### config.mk
export PLATFORM = sky130hd
export DESIGN_NAME = id_ex_skid_reg_flat
export DESIGN_NICKNAME = d
export VERILOG_FILES = /design/src/rtl/id_ex_skid_reg_if.sv /design/src/rtl/id_ex_skid_reg.sv /design/src/flat_wrapper.sv
export SDC_FILE = /design/constraint.sdc
export NUM_CORES = 1
export LEC_CHECK = 0
export CORE_MARGIN = 2
export CORE_UTILIZATION = 50
export CTS_CLUSTER_SIZE = 14
export DETAILED_ROUTE_END_ITERATION = 8
export HOLD_SLACK_MARGIN = 0.05
export PLACE_DENSITY_LB_ADDON = 0.08
export SYNTH_ARGS = -nofsm -noshare
export SYNTH_HDL_FRONTEND = slang
export SYNTH_SLANG_ARGS = --single-unit
export TNS_END_PERCENT = 100
### constraint.sdc
create_clock -name i_clk -period 4.05 [get_ports i_clk]
set_input_delay 0.6075 -clock i_clk [delete_from_list [all_inputs] [get_ports i_clk]]
set_output_delay 0.6075 -clock i_clk [all_outputs]
set_load 0.005 [all_outputs]
### src/rtl/id_ex_skid_reg_if.sv
// Valid/ready bundle channel carrying one decode-to-execute payload.
// master drives valid and payload, slave drives ready.
interface id_ex_skid_reg_if #(
  parameter int unsigned DATA_W = 32,
  parameter int unsigned REG_AW = 5,
  parameter int unsigned CTRL_W = 8
);
  logic              valid;
  logic              ready;
  logic [DATA_W-1:0] dr1;
  logic [DATA_W-1:0] dr2;
  logic [REG_AW-1:0] rs;
  logic [REG_AW-1:0] rt;
  logic [REG_AW-1:0] rd;
  logic [DATA_W-1:0] imm;
  logic [CTRL_W-1:0] ctrl;

  modport master (
    output valid, dr1, dr2, rs, rt, rd, imm, ctrl,
    input  ready
  );

  modport slave (
    input  valid, dr1, dr2, rs, rt, rd, imm, ctrl,
    output ready
  );
endinterface

### src/rtl/id_ex_skid_reg.sv
// Decode-to-execute pipeline register with a 2-entry skid buffer,
// synchronous flush and a saturating back-pressure stall counter.
// Optional write-back operand bypass of held entries: ID_EX_WB_BYPASS_EN.
module id_ex_skid_reg #(
  parameter int unsigned DATA_W  = 32,
  parameter int unsigned REG_AW  = 5,
  parameter int unsigned CTRL_W  = 8,
  parameter int unsigned STALL_W = 16
) (
  input  logic               i_clk,
  input  logic               i_rst_n,
  input  logic               i_flush,
  id_ex_skid_reg_if.slave    up,
  id_ex_skid_reg_if.master   dn,
  output logic [1:0]         o_occupancy,
  output logic [STALL_W-1:0] o_stall_cnt,
  input  logic               i_wb_we,
  input  logic [REG_AW-1:0]  i_wb_rd,
  input  logic [DATA_W-1:0]  i_wb_data
);

  typedef struct packed {
    logic [DATA_W-1:0] dr1;
    logic [DATA_W-1:0] dr2;
    logic [REG_AW-1:0] rs;
    logic [REG_AW-1:0] rt;
    logic [REG_AW-1:0] rd;
    logic [DATA_W-1:0] imm;
    logic [CTRL_W-1:0] ctrl;
  } bundle_t;

  // State bit 0 is M_v, bit 1 is S_v.
  localparam logic [1:0] ST_EMPTY = 2'b00;
  localparam logic [1:0] ST_ONE   = 2'b01;
  localparam logic [1:0] ST_TWO   = 2'b11;

  logic [1:0]         r_state;
  logic [1:0]         w_state_nxt;
  bundle_t            r_m;
  bundle_t            r_s;
  bundle_t            w_m_nxt;
  bundle_t            w_s_nxt;
  bundle_t            w_in;
  bundle_t            w_in_cur;
  bundle_t            w_m_cur;
  bundle_t            w_s_cur;
  logic               r_in_ready;
  logic [1:0]         r_occ;
  logic [STALL_W-1:0] r_stall;
  logic               w_m_v;
  logic               w_accept;
  logic               w_retire;

  assign w_m_v    = r_state[0];
  assign w_accept = up.valid & r_in_ready;
  assign w_retire = w_m_v & dn.ready;

  assign w_in.dr1  = up.dr1;
  assign w_in.dr2  = up.dr2;
  assign w_in.rs   = up.rs;
  assign w_in.rt   = up.rt;
  assign w_in.rd   = up.rd;
  assign w_in.imm  = up.imm;
  assign w_in.ctrl = up.ctrl;

`ifdef ID_EX_WB_BYPASS_EN
  // Replace operands whose source index matches a live (non-r0) write-back.
  function automatic bundle_t f_bypass(input bundle_t b, input logic we,
                                       input logic [REG_AW-1:0] rd,
                                       input logic [DATA_W-1:0] d);
    bundle_t o;
    o = b;
    if (we && (rd != '0)) begin
      if (b.rs == rd) o.dr1 = d;
      if (b.rt == rd) o.dr2 = d;
    end
    return o;
  endfunction

  assign w_m_cur  = f_bypass(r_m,  i_wb_we, i_wb_rd, i_wb_data);
  assign w_s_cur  = f_bypass(r_s,  i_wb_we, i_wb_rd, i_wb_data);
  assign w_in_cur = f_bypass(w_in, i_wb_we, i_wb_rd, i_wb_data);
`else
  logic w_unused_wb;

  assign w_unused_wb = ^{i_wb_we, i_wb_rd, i_wb_data};
  assign w_m_cur     = r_m;
  assign w_s_cur     = r_s;
  assign w_in_cur    = w_in;
`endif

  // Next-state and entry-load selection; flush overrides every transition.
  always_comb begin
    w_state_nxt = r_state;
    w_m_nxt     = w_m_cur;
    w_s_nxt     = w_s_cur;
    case (r_state)
      ST_EMPTY: begin
        if (w_accept) begin
          w_m_nxt     = w_in_cur;
          w_state_nxt = ST_ONE;
        end
      end
      ST_ONE: begin
        if (w_accept && w_retire) begin
          w_m_nxt = w_in_cur;
        end else if (w_accept) begin
          w_s_nxt     = w_in_cur;
          w_state_nxt = ST_TWO;
        end else if (w_retire) begin
          w_state_nxt = ST_EMPTY;
        end
      end
      ST_TWO: begin
        if (w_retire) begin
          w_m_nxt     = w_s_cur;
          w_state_nxt = ST_ONE;
        end
      end
      default: w_state_nxt = ST_EMPTY;
    endcase
    if (i_flush) begin
      w_state_nxt = ST_EMPTY;
    end
  end

  // State, entries and registered ready/occupancy.
  always_ff @(posedge i_clk or negedge i_rst_n) begin
    if (!i_rst_n) begin
      r_state    <= ST_EMPTY;
      r_m        <= '0;
      r_s        <= '0;
      r_in_ready <= 1'b1;
      r_occ      <= 2'd0;
    end else begin
      r_state    <= w_state_nxt;
      r_m        <= w_m_nxt;
      r_s        <= w_s_nxt;
      r_in_ready <= ~w_state_nxt[1];
      r_occ      <= 2'({1'b0, w_state_nxt[0]}) + 2'({1'b0, w_state_nxt[1]});
    end
  end

  // Saturating count of cycles where execute holds off a valid head.
  always_ff @(posedge i_clk or negedge i_rst_n) begin
    if (!i_rst_n) begin
      r_stall <= '0;
    end else if (w_m_v && !dn.ready && (r_stall != '1)) begin
      r_stall <= r_stall + STALL_W'(1);
    end
  end

  assign up.ready    = r_in_ready;
  assign dn.valid    = w_m_v;
  assign dn.dr1      = r_m.dr1;
  assign dn.dr2      = r_m.dr2;
  assign dn.rs       = r_m.rs;
  assign dn.rt       = r_m.rt;
  assign dn.rd       = r_m.rd;
  assign dn.imm      = r_m.imm;
  assign dn.ctrl     = r_m.ctrl;
  assign o_occupancy = r_occ;
  assign o_stall_cnt = r_stall;

endmodule

### src/flat_wrapper.sv
// flat-port wrapper written by rule: the top's interface ports become plain ports
module id_ex_skid_reg_flat 
#(
  parameter int unsigned DATA_W  = 32,
  parameter int unsigned REG_AW  = 5,
  parameter int unsigned CTRL_W  = 8,
  parameter int unsigned STALL_W = 16
)
  (i_clk, i_rst_n, i_flush, o_occupancy, o_stall_cnt, i_wb_we, i_wb_rd, i_wb_data, up_valid, up_dr1, up_dr2, up_rs, up_rt, up_rd, up_imm, up_ctrl, up_ready, dn_valid, dn_dr1, dn_dr2, dn_rs, dn_rt, dn_rd, dn_imm, dn_ctrl, dn_ready);
  id_ex_skid_reg_if #(.DATA_W(DATA_W), .REG_AW(REG_AW), .CTRL_W(CTRL_W)) up_i ();
  id_ex_skid_reg_if #(.DATA_W(DATA_W), .REG_AW(REG_AW), .CTRL_W(CTRL_W)) dn_i ();
  input  logic i_clk;
  input  logic i_rst_n;
  input  logic i_flush;
  output logic [1:0] o_occupancy;
  output logic [STALL_W-1:0] o_stall_cnt;
  input  logic i_wb_we;
  input  logic [REG_AW-1:0] i_wb_rd;
  input  logic [DATA_W-1:0] i_wb_data;
  input wire logic [$bits(up_i.valid)-1:0] up_valid;
  input wire logic [$bits(up_i.dr1)-1:0] up_dr1;
  input wire logic [$bits(up_i.dr2)-1:0] up_dr2;
  input wire logic [$bits(up_i.rs)-1:0] up_rs;
  input wire logic [$bits(up_i.rt)-1:0] up_rt;
  input wire logic [$bits(up_i.rd)-1:0] up_rd;
  input wire logic [$bits(up_i.imm)-1:0] up_imm;
  input wire logic [$bits(up_i.ctrl)-1:0] up_ctrl;
  output wire logic [$bits(up_i.ready)-1:0] up_ready;
  output wire logic [$bits(dn_i.valid)-1:0] dn_valid;
  output wire logic [$bits(dn_i.dr1)-1:0] dn_dr1;
  output wire logic [$bits(dn_i.dr2)-1:0] dn_dr2;
  output wire logic [$bits(dn_i.rs)-1:0] dn_rs;
  output wire logic [$bits(dn_i.rt)-1:0] dn_rt;
  output wire logic [$bits(dn_i.rd)-1:0] dn_rd;
  output wire logic [$bits(dn_i.imm)-1:0] dn_imm;
  output wire logic [$bits(dn_i.ctrl)-1:0] dn_ctrl;
  input wire logic [$bits(dn_i.ready)-1:0] dn_ready;
  assign up_i.valid = up_valid;
  assign up_i.dr1 = up_dr1;
  assign up_i.dr2 = up_dr2;
  assign up_i.rs = up_rs;
  assign up_i.rt = up_rt;
  assign up_i.rd = up_rd;
  assign up_i.imm = up_imm;
  assign up_i.ctrl = up_ctrl;
  assign up_ready = up_i.ready;
  assign dn_valid = dn_i.valid;
  assign dn_dr1 = dn_i.dr1;
  assign dn_dr2 = dn_i.dr2;
  assign dn_rs = dn_i.rs;
  assign dn_rt = dn_i.rt;
  assign dn_rd = dn_i.rd;
  assign dn_imm = dn_i.imm;
  assign dn_ctrl = dn_i.ctrl;
  assign dn_i.ready = dn_ready;
  id_ex_skid_reg #(.DATA_W(DATA_W), .REG_AW(REG_AW), .CTRL_W(CTRL_W), .STALL_W(STALL_W)) u_core (.i_clk(i_clk), .i_rst_n(i_rst_n), .i_flush(i_flush), .up(up_i), .dn(dn_i), .o_occupancy(o_occupancy), .o_stall_cnt(o_stall_cnt), .i_wb_we(i_wb_we), .i_wb_rd(i_wb_rd), .i_wb_data(i_wb_data));
endmodule
Word level (Yosys, flattened, before mapping)
Cells that the tools add are included.

Bits in registers: 259. Input port bits: 162. Output and inout port bits: 139. Word-level logic and storage cells: 49.

Add/sub/neg operators: 2. Eq/ne operators: 6. Multiplexer cells: 11. Bitwise logic cells: 4. Reduce and logical (&&, ||, !) cells: 8.

Operator list (number): two-way mux 119 bit (3); one-hot mux 119 bit (3 select lines) (1); adder 16 x 1 -> 16 bit, second input constant (1); inequality test 16 bit, second input constant (1); two-way mux 2 bit (6); inequality test 2 x 1 -> 1 bit, second input constant (3); one-hot mux 2 bit (3 select lines) (1); AND reduction 4 bit (1); logical AND 1 bit (3); AND reduction 3 bit (1); nonzero test 3 bit (1); adder 1 x 1 -> 2 bit (1); bitwise AND 1 bit (2); == test 2 x 1 -> 1 bit, second input constant (1); == test 2 bit, second input constant (1); logical NOT 2 bit (1); NOT 1 bit (2); logical NOT 1 bit (1).

Longest topological paths before layout
Gate-level depths: netlist (run 1).

Word-level depth: 7. Gate-level depth with buffers: 6. Gate-level depth less buffers: 5.

Least setup slack after synthesis (run 1)
Ideal clock, no wire load.

Path kind: in2reg. Start point: in dn_ready. End point: reg u_core.r_s[0] (netlist name). Arrival time: 1.587 ns. Required time: 3.925 ns. Setup slack: 2.338 ns. Stages on the path: 5. Path buffers: 2. Cell sequence: nand2b_2 nor2_2 buf_4 buf_6 mux2_2.

Cells in the longest elaborated chain, start to end: 4.

Ends and longest elaborated chain: start, declared (line flat_wrapper.sv:37) `input wire logic [$bits(dn_i.ready)-1:0] dn_ready;`; bitwise AND 1 bit (line id_ex_skid_reg.sv:56) `assign w_retire = w_m_v & dn.ready;`; logical AND 1 bit (line id_ex_skid_reg.sv:105) `if (w_accept && w_retire) begin`; NOT 1 bit (no line); AND reduction 3 bit (no line); end signal, assigned (line id_ex_skid_reg.sv:138) `r_s <= w_s_nxt;`; end, declared (line id_ex_skid_reg.sv:40) `bundle_t r_s;`.

Every way passes these cells. A chain may end at the register's enable or synchronous reset.

Final worst setup path (run 1)
Start point: reg u_core.r_state[0]. End point: out dn_valid.

RTL lines: start, declared (line id_ex_skid_reg.sv:37) `logic [1:0] r_state;`; start signal, assigned (line id_ex_skid_reg.sv:136) `r_state <= w_state_nxt;`; end, declared (line flat_wrapper.sv:29) `output wire logic [$bits(dn_i.valid)-1:0] dn_valid;`.

No word-level cell between the ends.

==> results_dict.tcl, run 1 <==
set metrics [dict create \
    yosysWarnings 0 \
    critical_path_class "reg2out" \
    start_util 0.505 \
    ant_nets 0 \
    crit_chain "clkdlybuf4s50_1" \
    tns_ns 0 \
    postCtsResizedCells 0 \
    synth_top_family_by_area "multiplexers" \
    final_max_slew_viol_count 0 \
    critPathArrivalTime_ns 1.66 \
    cp_num_buf_inv 1 \
    vias 7313 \
    cp_data_required_time_ns 3.44 \
    cts.sinks 259 \
    nets 1275 \
    cts_buffer_depth 3 \
    r2r-start "u_core.r_state[0]" \
    diodes 0 \
    core_area_um2 21700 \
    crit_family "buffers and inverters" \
    grt_max_degree 121 \
    wirelength_um 23900 \
    synth_cell_types 37 \
    leakage_nw 6.83 \
    fin_crit_ns 2.27 \
    setup_viol 0 \
    nFillCells 1672 \
    regToRegSetupSlack_ns 1.96 \
    synth_seq_area_share 0.592 \
    grt_pass1_vias 7418 \
    clk_pin_slew_worst_paths_ns 0.06 \
    hpwl_um 15100 \
    synthMuxAreaShare 0.232 \
    slew_headroom 0.386 \
    routabilityCongestion 0.798 \
    syn_inst 862 \
    numPortBuffers 262 \
    cts_max_level 1 \
    cp_max_fo 10 \
    grt_use_total 0.205 \
    finish.utilization 0.675 \
    max_stage_delay_ns 0.60 \
    min_path_type "in2async" \
    avgViaCountPerCell 5.17 \
    syn_to_final_growth_pct 33.8 \
    antenna_found_initial 0 \
    multiInputGateArea_um2 4090 \
    synthXorXnorAreaFrac 0.0112 \
    drive_above_1_share 0.162 \
    fin_hold_ws_ns 0.182 \
    worstSetupStartpointType "register" \
    synth_compound_area_frac 0.0626 \
    worst_pin_slew_ns 0.921 \
    ys_ff_latch 259 \
    p_per_area_nw_per_um2 490 \
    wl_per_cell_um 16.9 \
    drc 0 \
    ctsHoldBuffers 0 \
    post-cts-setup-buffer-count 0 \
    drtIter0Drc 328 \
    dieHeight_um 152 \
    dieWidth_um 152 \
    outcome "complete, no violations" \
    reg2regPathDepth 4 \
    finalCritPeriodShare 0.560 \
    syn_area_um2 10900 \
    endpoint_kind "primary output" \
    seqCellArea_um2 6480 \
    synth_fa_ha_area_frac 0.00114 \
    post_synth_and_or_nand_nor_area_fraction 0.0655 \
    grt.overflow.total 0 \
    dr.pass1.iters 7 \
    crit_start "u_core.r_state[0]" \
    cts_buffers 29 \
    clock_latency_ns 0.53 \
    rsz0062_at_grt "no" \
    skew_ns 0.0118 \
    rr_endpoint "u_core.r_s[53]" \
    cap_viol_max_count 0 \
    row_count 54 \
    io_pins 301 \
    final_common_cell "clkdlybuf4s50_1" \
    ir_worst_vdd_v 0.000337 \
    finalHoldViolations 0 \
    mostFrequentLayoutCells "clkdlybuf4s50_1 (261), dfrtp_1 (258), nor2_1 (126), a21oi_1 (125), mux2_2 (120)" \
    dieArea_um2 23100 \
    syn_area_per_cell_um2 12.7 \
    grt_pass1_wl_um 39100 \
    fmax_ghz 0.441 \
    tritoncts "done" \
    syn_nets 1025 \
    root_buffer "clkbuf_16" \
    worst_path_max_delay_cell "clkdlybuf4s50_1" \
]
-- metal layers --
layer | GRT usage | up-vias | share of wire
li1 | - | 3520 | -
met1 | 0.286 | 3566 | 0.45
met2 | 0.314 | 189 | 0.45
met3 | 0.0619 | 38 | 0.071
met4 | 0.0579 | 0 | 0.025
met5 | 0 | - | 0
-- stage by stage --
stage / std cells / setup WS (ns) / instance area, um2 / total power, mW
floorplan: 862 / 2.34 / 10900 / 3.99
global placement: 1361 / 1.35 / 13700 / 4.67
detailed placement: 1361 / 1.33 / 13700 / 4.73
CTS: 1414 / 1.75 / 14600 / 7.28
global route: 1414 / 1.69 / 14600 / 7.57
finish: 1414 / 1.78 / 14600 / 7.18
-- power breakdown --
part	internal [mW]	switching (mW)
clock network	1.51	1.00
logic	0.822	0.482
registers	3.10	0.274
-- flip-flops by register name (all words and copies together), names as in the netlist, 5 cells and up --
name and cells:
u_core.dn.dr1 32, u_core.dn.rs 5, u_core.dn.ctrl 8, u_core.r_s 119, u_core.dn.imm 32, u_core.dn.dr2 32, u_core.dn.rt 5, u_core.o_stall_cnt 16
u_core.dn.rd 5
-- layout make-up --
class,count,share of cell area
sequential,259,0.443
clock inverter,9,0.00504
clock buffer,44,0.0582
tap,280,0.0239
inverter,4,0.00102
timing repair buffer,271,0.190
multi-input combinational,547,0.279
-- cells by family (layout without fill, tap and decap cells) --
logic type	count (synthesis)	count (layout)
buffers and inverters	56	328
and+or+nand+nor	162	162
xor gates and xnor gates	14	14
DFF	259	259
AOI/OAI and AO/OA	131	131
muxes	239	239
adders and majority gates	1	1
-- cells in the mapped netlist --
cell type    n  share of area
o41ai_2      1         0.0015
xor2_1       5         0.0040
nor4_4       1         0.0019
nor3_1       5         0.0023
a311oi_2     1         0.0014
buf_4       15          0.010
dfstp_2      1         0.0024
dfrtp_1    258           0.59
buf_2       24          0.011
a41oi_1      1        0.00080
or2_1        1        0.00057
and4_1       2         0.0016
nand3_2      1        0.00091
nor3_4       1         0.0015
a31oi_1      1        0.00057
nor2b_1      1        0.00057
nand4b_1     1        0.00080
nand2_1      7         0.0024
a311oi_1     1        0.00080
and3b_1      1        0.00080
a21oi_1    125          0.057
ha_1         1         0.0011
nor2_2       1        0.00057
xnor2_1      9         0.0072
and3_1       2         0.0011
nor2_1     126          0.043
nand3_1      1        0.00046
inv_1        4         0.0014
nand2b_2     1        0.00080
and2b_1      1        0.00069
buf_6       12          0.012
nand4_1      8         0.0046
o21ai_0      1        0.00046
mux2_2     120           0.12
clkbuf_1     1        0.00034
nand3b_1     1        0.00069
mux2i_1    119           0.11
-- worst max path at each step --
| stage | endpoint | depth (start not counted) |
|---|---|---|
| floorplan | u_core.r_s[0] | 5 |
| finish | dn_valid | 1 |
| detailed placement | u_core.r_s[53] | 5 |
| global route | dn_valid | 1 |
| CTS | dn_valid | 1 |
| global placement | u_core.r_s[2] | 5 |
Note: power is estimated with default switching activity, not from simulation.
==> inputs of run 2 (changes only) <==
CORE_UTILIZATION = 48   (was 50)
clock period = 2.33 ns   (was 4.05 ns; I/O delays follow)
==> results_dict.tcl, run 2 (synthesis gave the netlist of run 1 again) <==
set metrics [dict create \
    outcome "complete, no violations" \
    post-cts-setup-buffer-count 0 \
    clk_pin_slew_worst_paths_ns 0.06 \
    nFillCells 1750 \
    start_util 0.487 \
    final_area_um2 14900 \
    finish.utilization 0.661 \
    worstSetupStartpointType "register" \
    finalHoldViolations 0 \
    cp.depth 1 \
    dieHeight_um 155 \
    drc 0 \
    clock_latency_ns 0.53 \
    hpwl_um 16200 \
    crit_start "u_core.r_state[0]" \
    avgViaCountPerCell 5.17 \
    worst_pin_slew_ns 0.508 \
    cts_buffers 28 \
    cts.sinks 259 \
    nets 1291 \
    critical_path_class "reg2out" \
    syn_to_final_growth_pct 35.8 \
    cap_viol_max_count 0 \
    diodes 0 \
    grt.overflow.total 0 \
    fin_crit_ns 2.02 \
    routabilityCongestion 0.793 \
    min_path_type "in2async" \
    postCtsResizedCells 0 \
    leakage_nw 6.93 \
    setup_viol 0 \
    worst_path_max_delay_cell "clkdlybuf4s50_1" \
    place_inst 1382 \
    reg2regPathDepth 6 \
    drtIter0Drc 280 \
    final_max_slew_viol_count 0 \
    grt_use_total 0.200 \
    largest_reg_flops 119 \
    critPathArrivalTime_ns 1.67 \
    vias 7408 \
    row_count 55 \
    cts_max_level 1 \
    grt_max_degree 61 \
    stdcell_count 1433 \
    grt_pass1_wl_um 39100 \
    root_buffer "clkbuf_16" \
    io_pins 301 \
    ant_nets 0 \
    cp_max_fo 10 \
    finalCritPeriodShare 0.866 \
    numPortBuffers 262 \
    slew_headroom 0.661 \
    mostFrequentLayoutCells "clkdlybuf4s50_1 (261), dfrtp_1 (258), nor2_1 (126), a21oi_1 (125), mux2_2 (120)" \
    dieArea_um2 24000 \
    fmax_ghz 0.496 \
    crit_family "buffers and inverters" \
    tritoncts "done" \
    max_stage_delay_ns 0.59 \
    largest_register "u_core.r_s" \
    drive_above_1_share 0.172 \
    cp_num_buf_inv 1 \
    r2r-start "u_core.r_state[0]" \
    endpoint_kind "primary output" \
    rsz0062_at_grt "no" \
    dr.pass1.iters 6 \
    grt_pass1_vias 7399 \
    place_area_um2 14000 \
    tns_ns 0 \
    cts_buffer_depth 3 \
    wirelength_um 24300 \
    skew_ns 0.00546 \
    antenna_found_initial 0 \
    crit_chain "clkdlybuf4s50_1" \
    wl_per_cell_um 17.0 \
    final_common_cell "clkdlybuf4s50_1" \
    p_per_area_nw_per_um2 837 \
    core_area_um2 22500 \
    ir_worst_vdd_v 0.000532 \
    dieWidth_um 155 \
    ctsHoldBuffers 1 \
    cp_data_required_time_ns 1.98 \
]
## run 2: path summary, 6_finish.rpt
kind                                     endpoint  slack [ns]
worst max-delay path                     dn_valid        0.31
worst min-delay path             u_core.dn.imm[0]        0.33
worst max register to register  u_core.dn.dr2[16]        0.54
worst min register to register    u_core.r_s[111]        0.50
max in group asynchronous         u_core.up.ready        1.24
min in group i_clk              u_core.r_state[0]        0.44
## run 2: stage by stage
step                power, mW  worst slack [ns]  hold slack (ns)
finish                   12.4             0.313            0.329
global route             13.0             0.243            0.358
CTS                      12.6             0.285            0.323
detailed placement       8.27             0.164            0.293
global placement         8.19             0.204            0.293
floorplan                6.93             0.765           0.0539
## run 2: metal layers
metal  up-vias  GRT usage  share of wire
met5         -          0              0
met2       204      0.326           0.46
met4         0     0.0551          0.024
met1      3619      0.263           0.44
li1       3549          -              -
met3        36     0.0563          0.077
## run 2: report_power, final
part / switching [mW] / internal (mW)
Sequential: 0.473 / 5.38
Clock: 1.75 / 2.52
Combinational: 0.844 / 1.47
## run 2: layout make-up
cell class | count | area, um2 | share of cell area
Tap cell | 285 | 357 | 0.0240
Clock buffer | 44 | 862 | 0.0580
Multi-Input combinational cell | 547 | 4090 | 0.275
Inverter | 4 | 15.0 | 0.00101
Timing Repair Buffer | 288 | 3030 | 0.204
Sequential cell | 259 | 6480 | 0.436
Clock inverter | 6 | 30.0 | 0.00202
